<file path="src/rtl/spike_pkg.sv">
// Shared constants and types for the spiking-neuron blocks (neuron models and
// rate/interval decoders).
package spike_pkg;

  localparam int CNT_W_DEFAULT = 8;

  // Largest value a saturating counter of the given width may hold.
  function automatic int sat_limit(input int width);
    return (1 << width) - 1;
  endfunction

  localparam int SAT_LIMIT = sat_limit(CNT_W_DEFAULT);

  typedef enum logic [1:0] {
    CNT_HOLD,
    CNT_INC,
    CNT_LOAD,
    CNT_CLEAR
  } cnt_op_e;

endpackage

</file>
<file path="src/rtl/sat_counter.sv">
// Saturating up-counter with clear > load > increment priority; it sticks at the
// width's maximum instead of wrapping.
module sat_counter
  import spike_pkg::*;
#(
  parameter int W = CNT_W_DEFAULT
) (
  input  logic         clk,
  input  logic         rst,
  input  logic         clear,
  input  logic         load,
  input  logic         inc,
  input  logic [W-1:0] load_val,
  output logic [W-1:0] count
);

  localparam logic [W-1:0] MAX_VAL = W'(sat_limit(W));

  logic [W-1:0] count_q;
  logic [W-1:0] count_d;
  cnt_op_e      op;

  always_comb begin
    op      = CNT_HOLD;
    count_d = count_q;
    if (clear) begin
      op = CNT_CLEAR;
    end else if (load) begin
      op = CNT_LOAD;
    end else if (inc) begin
      op = CNT_INC;
    end
    unique case (op)
      CNT_CLEAR: count_d = '0;
      CNT_LOAD:  count_d = load_val;
      CNT_INC:   count_d = (count_q == MAX_VAL) ? count_q : count_q + W'(1);
      default:   count_d = count_q;
    endcase
  end

  always_ff @(posedge clk) begin
    if (rst) begin
      count_q <= '0;
    end else begin
      count_q <= count_d;
    end
  end

  assign count = count_q;

endmodule

</file>
<file path="src/rtl/spike_rate_decoder.sv">
// Decodes a neuron spike line into a per-window rising-edge rate and the
// interval between the two most recent edges, both saturating.
module spike_rate_decoder
  import spike_pkg::*;
#(
  parameter int WINDOW_LOG2 = 8,
  parameter int CNT_W       = CNT_W_DEFAULT
) (
  input  logic             clk,
  input  logic             rst,
  input  logic             spike_in,
  input  logic             clear,
  output logic [CNT_W-1:0] rate_out,
  output logic             rate_valid,
  output logic             rate_sat,
  output logic [CNT_W-1:0] isi_out,
  output logic             isi_valid
);

  localparam logic [CNT_W-1:0] SAT_MAX = CNT_W'(sat_limit(CNT_W));

  logic                   spike_d_q, spike_d_d;
  logic                   seen_q, seen_d;
  logic [WINDOW_LOG2-1:0] win_cnt_q, win_cnt_d;
  logic [CNT_W-1:0]       rate_out_q, rate_out_d;
  logic                   rate_sat_q, rate_sat_d;
  logic                   rate_valid_q, rate_valid_d;
  logic [CNT_W-1:0]       isi_out_q, isi_out_d;
  logic                   isi_valid_q, isi_valid_d;

  logic                   rise;
  logic                   rise_hit;
  logic                   terminal;
  logic [CNT_W-1:0]       window_total;
  logic [CNT_W-1:0]       spk_cnt;
  logic [CNT_W-1:0]       isi_cnt;

  // Counts edges in the open window; restarts as the closing window is reported.
  sat_counter #(.W(CNT_W)) u_spk_cnt (
    .clk      (clk),
    .rst      (rst),
    .clear    (clear | terminal),
    .load     (1'b0),
    .inc      (rise_hit),
    .load_val ('0),
    .count    (spk_cnt)
  );

  // Cycles since the last edge; reloads to 1 on each edge.
  sat_counter #(.W(CNT_W)) u_isi_cnt (
    .clk      (clk),
    .rst      (rst),
    .clear    (clear),
    .load     (rise_hit),
    .inc      (1'b1),
    .load_val (CNT_W'(1)),
    .count    (isi_cnt)
  );

  always_comb begin
    spike_d_d    = spike_in;
    rise         = spike_in & ~spike_d_q;
    rise_hit     = rise & ~clear;
    terminal     = (&win_cnt_q) & ~clear;
    win_cnt_d    = clear ? '0 : win_cnt_q + WINDOW_LOG2'(1);
    seen_d       = clear ? 1'b0 : (seen_q | rise_hit);

    // An edge landing in the terminal cycle still belongs to the closing window.
    window_total = (rise_hit && spk_cnt != SAT_MAX) ? spk_cnt + CNT_W'(1) : spk_cnt;

    rate_out_d   = rate_out_q;
    rate_sat_d   = rate_sat_q;
    rate_valid_d = terminal;
    if (terminal) begin
      rate_out_d = window_total;
      rate_sat_d = (window_total == SAT_MAX);
    end

    isi_out_d    = isi_out_q;
    isi_valid_d  = rise_hit & seen_q;
    if (rise_hit && seen_q) begin
      isi_out_d = isi_cnt;
    end
  end

  always_ff @(posedge clk) begin
    if (rst) begin
      spike_d_q    <= 1'b0;
      seen_q       <= 1'b0;
      win_cnt_q    <= '0;
      rate_out_q   <= '0;
      rate_sat_q   <= 1'b0;
      rate_valid_q <= 1'b0;
      isi_out_q    <= '0;
      isi_valid_q  <= 1'b0;
    end else begin
      spike_d_q    <= spike_d_d;
      seen_q       <= seen_d;
      win_cnt_q    <= win_cnt_d;
      rate_out_q   <= rate_out_d;
      rate_sat_q   <= rate_sat_d;
      rate_valid_q <= rate_valid_d;
      isi_out_q    <= isi_out_d;
      isi_valid_q  <= isi_valid_d;
    end
  end

  assign rate_out   = rate_out_q;
  assign rate_sat   = rate_sat_q;
  assign rate_valid = rate_valid_q;
  assign isi_out    = isi_out_q;
  assign isi_valid  = isi_valid_q;

endmodule

</file>
<file path="config.mk">
export PLATFORM = sky130hd
export DESIGN_NAME = spike_rate_decoder
export DESIGN_NICKNAME = d
export VERILOG_FILES = /design/src/rtl/spike_pkg.sv /design/src/rtl/sat_counter.sv /design/src/rtl/spike_rate_decoder.sv
export SDC_FILE = /design/constraint.sdc
export NUM_CORES = 1
export LEC_CHECK = 0
export CORE_MARGIN = 4
export CORE_UTILIZATION = 41
export DETAILED_ROUTE_END_ITERATION = 16
export GPL_ROUTABILITY_DRIVEN = 0
export PLACE_DENSITY = 0.58
export REMOVE_ABC_BUFFERS = 1
export SLEW_MARGIN = 25
export SYNTH_ARGS = -nofsm -noshare
export SYNTH_HDL_FRONTEND = slang
export SYNTH_SLANG_ARGS = --single-unit
</file>
<file path="constraint.sdc">
create_clock -name clk -period 2.3 [get_ports clk]
set_clock_uncertainty 0.2 [all_clocks]
set_input_delay 0.575 -clock clk [delete_from_list [all_inputs] [get_ports clk]]
set_output_delay 0.575 -clock clk [all_outputs]
set_load 0.005 [all_outputs]
</file>
==> run_results.csv <==
group,metric,value,unit
drt,drt_pass1_iterations,4,
die,die_area,6235,sq um
worst_setup_path,endpoint_kind,"flop",
final_layout,utilization,0.5388,
clock_tree,h-tree-depth,2,
clock_tree,cts_tree,"built",
grt,grt_pass1_vias,1636,
yosys,yosys.area.top_type_share,0.4364,
run,max-cap-violations,0,
timing,drv_slew,0,
yosys,synth_ff_type,"dfxtp_1",
grt,grt_usage,0.1529,
clock_tree,cts_made_buffers,5,
drt,drc,0,
yosys,syn_avg_cell_area,8.531,sq um
timing,holdWs,0.2538,ns
timing,fin_crit_sh,0.9583,
worst_setup_path,crit_start,"clear",
yosys,synth_edf_count,0,
final_layout,nets,290,
min_path,hp-class,"reg -> reg",
worst_setup_path,cp_max_fo,9,
worst_setup_path,worstSetupStartpointType,"input pin",
final_layout,drive_gt1_frac,0.1484,
run_status,status,"complete, no violations",
timing,min_period,2.204,ns
power,p_total,0.001402,W
power,peakVddDrop,273.7,uV
timing,hold_viol_final,0,
yosys,async_reset_ff_frac,0,
worst_setup_path,reg2reg_slack,0.24,ns
yosys,ys_types,40,
timing,slew_headroom,0.7698,
worst_setup_path,r2r_start,"win_cnt_q[0]",
yosys,synth_most_common_cell,"dfxtp_1",
placed_design,dp_hpwl,3.262,mm
die,num_rows,25,
worst_setup_path,reg2reg_depth,7,
final_layout,antenna_cells,0,
yosys,ys_seq_area_frac,0.4364,
timing,setup_viol,0,
power,powerDensity,543.7,nW/um^2
clock_tree,clk_pin_slew,0.08,ns
final_layout,multi_input_area,1104,sq um
yosys,syn_inst,242,
clock_tree,cts_root_buf,"clkbuf_8",
clock_tree,cts_buffer_depth,2,
power,power_leakage,0.9211,nW
drt,dr_total_vias,1735,
clock_tree,clock_latency,0.29,ns
placed_design,io_buffers,22,
grt,antenna_found_initial,0,
timing,max_freq,453.7,MHz
worst_setup_path,worstPathArrival,2.22,ns
clock_tree,hold_buffers,0,
clock_tree,cts_num_sinks,45,
grt,grt_start_max_net_pins,16,
yosys,synthTopCellsByCount,"dfxtp_1 (45), nor2_1 (35), nand2_1 (34)",
final_layout,register_area,900.9,sq um
min_path,min_path_cells,2,
final_layout,fill_cells,462,
timing,rsz0062_at_grt,"false",
yosys,synth_area_leaders,"dfxtp_1 (44%), nor2_1 (6.4%), nand2_1 (6.2%)",
yosys,synthesis.area,2064,sq um
drt,wl_per_cell,12.52,microns
min_path,worstHoldEndpoint,"isi_out[4]",
drt,ant_nets,0,
drt,wirelength,4.383,mm
drt,viasPerCell,4.957,
die,initial_core_util,0.4314,
die,die_y,78.96,microns
die,core,4786,sq um
die,die_w,78.96,microns
grt,grt_overflow,0,
worst_setup_path,required,2.32,ns
yosys,synth_warnings,0,
yosys,yosys.area.top_type,"dfxtp_1",
yosys,ys_ff_latch,45,
drt,drtIter0Drc,78,
worst_setup_path,r2r-end,"rate_out[6]",
timing,worst_slew_pin_slew,0.3448,ns
die,io_pins,23,
final_layout,areaGrowthSynthToFinish,24.91,%
min_path,hp-start,"isi_out[4]",
worst_setup_path,critical_path_class,"in -> reg",
grt,grt_pass1_wl,7.569,mm
[per-stage QoR]
stage,setup TNS (ns),instances,setup slack [ns],area [sq um]
global route,0,350,0.005935,2579
global placement,-3.419,341,-0.2495,2467
CTS,0,349,0.02706,2569
detailed placement,-3.989,341,-0.2879,2467
floorplan,0,231,0.2489,2006
finish,0,350,0.09588,2579
[where the power goes]
group / internal (W) / switching, W
Sequential: 0.000784 / 0.00000621
Clock: 0.000272 / 0.000259
Combinational: 0.0000392 / 0.0000417
Total: 0.00110 / 0.000307
[cell usage in the layout, fill, tap and decap left out, types with 2 or more instances in the layout]
cell type	netlist	final
nor2b_1	3	3
mux2i_1	8	8
nand3_1	15	15
clkbuf_8	0	7
clkdlybuf4s50_1	0	22
nand2_1	34	34
nand4_1	6	6
o21ai_0	7	7
nor2_1	35	34
and3_1	2	2
xnor2_1	5	5
and2_1	4	4
xor2_1	8	8
ha_1	4	4
o31ai_1	2	2
and4_1	2	2
buf_4	2	22
a21oi_1	12	12
a211oi_1	4	4
or2_2	6	6
nand2b_1	5	5
or3_1	2	2
mux2_2	2	2
dfxtp_1	45	45
nand3b_1	3	3
nor3_1	4	4
[how the worst max path moves through the flow]
stage	endpoint	slack, ns	cells past startpoint
6_report	rate_out[2]	0.1	8
5_1_grt	u_spk_cnt.count[3]	0.006	7
4_1_cts	rate_out[7]	0.03	6
3_5_place_dp	rate_out[7]	-0.29	6
3_3_place_gp	rate_out[7]	-0.25	6
2_1_floorplan	rate_out[7]	0.25	5
[what timing repair did]
| item | 4_1_cts | 5_1_grt |
|---|---|---|
| setup endpoints to repair | 0 | 5 |
| resized for setup | 0 | 1 |
| setup buffers | 0 | 1 |
[state kept, by name, indices dropped and copies added (netlist names), 8 cells and up]
register / count
u_spk_cnt.count: 8
isi_out: 8
win_cnt_q: 8
u_isi_cnt.count: 8
rate_out: 8
[critical path: stages]
cell and delay (ns):
clkdlybuf4s50_1 0.45, buf_4 0.20, nor3b_4 0.21, o21a_1 0.22, buf_4 0.16, nand2_1 0.06, xor2_1 0.14, a211oi_1 0.22
[per-layer routing]
layer	vias up	track usage	routed length [microns]
met2	22	0.2576	2113
met4	0	0.05498	81
met1	796	0.1890	2065
met3	9	0.03741	122
met5	-	0	0
li1	908	-	-
[area by class of cell]
| cell class | count | share of cell area |
|---|---|---|
| Clock buffer | 7 | 0.03736 |
| Clock inverter | 1 | 0.001941 |
| Inverter | 1 | 0.001456 |
| Multi-Input combinational cell | 185 | 0.4279 |
| Sequential cell | 45 | 0.3493 |
| Tap cell | 67 | 0.03251 |
| Timing Repair Buffer | 44 | 0.1494 |
[kinds of logic (layout without fill, tap and decap cells)]
group,after synthesis,count (layout),synth area share
simple gates,127,127,0.3133
flops,45,45,0.4364
compound gates,31,31,0.09091
xor+xnor,13,13,0.05515
buf+inv,12,53,0.03030
mux,10,10,0.04970
fa+ha+maj,4,4,0.02424
No activity file was read; power rests on OpenSTA's default activity.
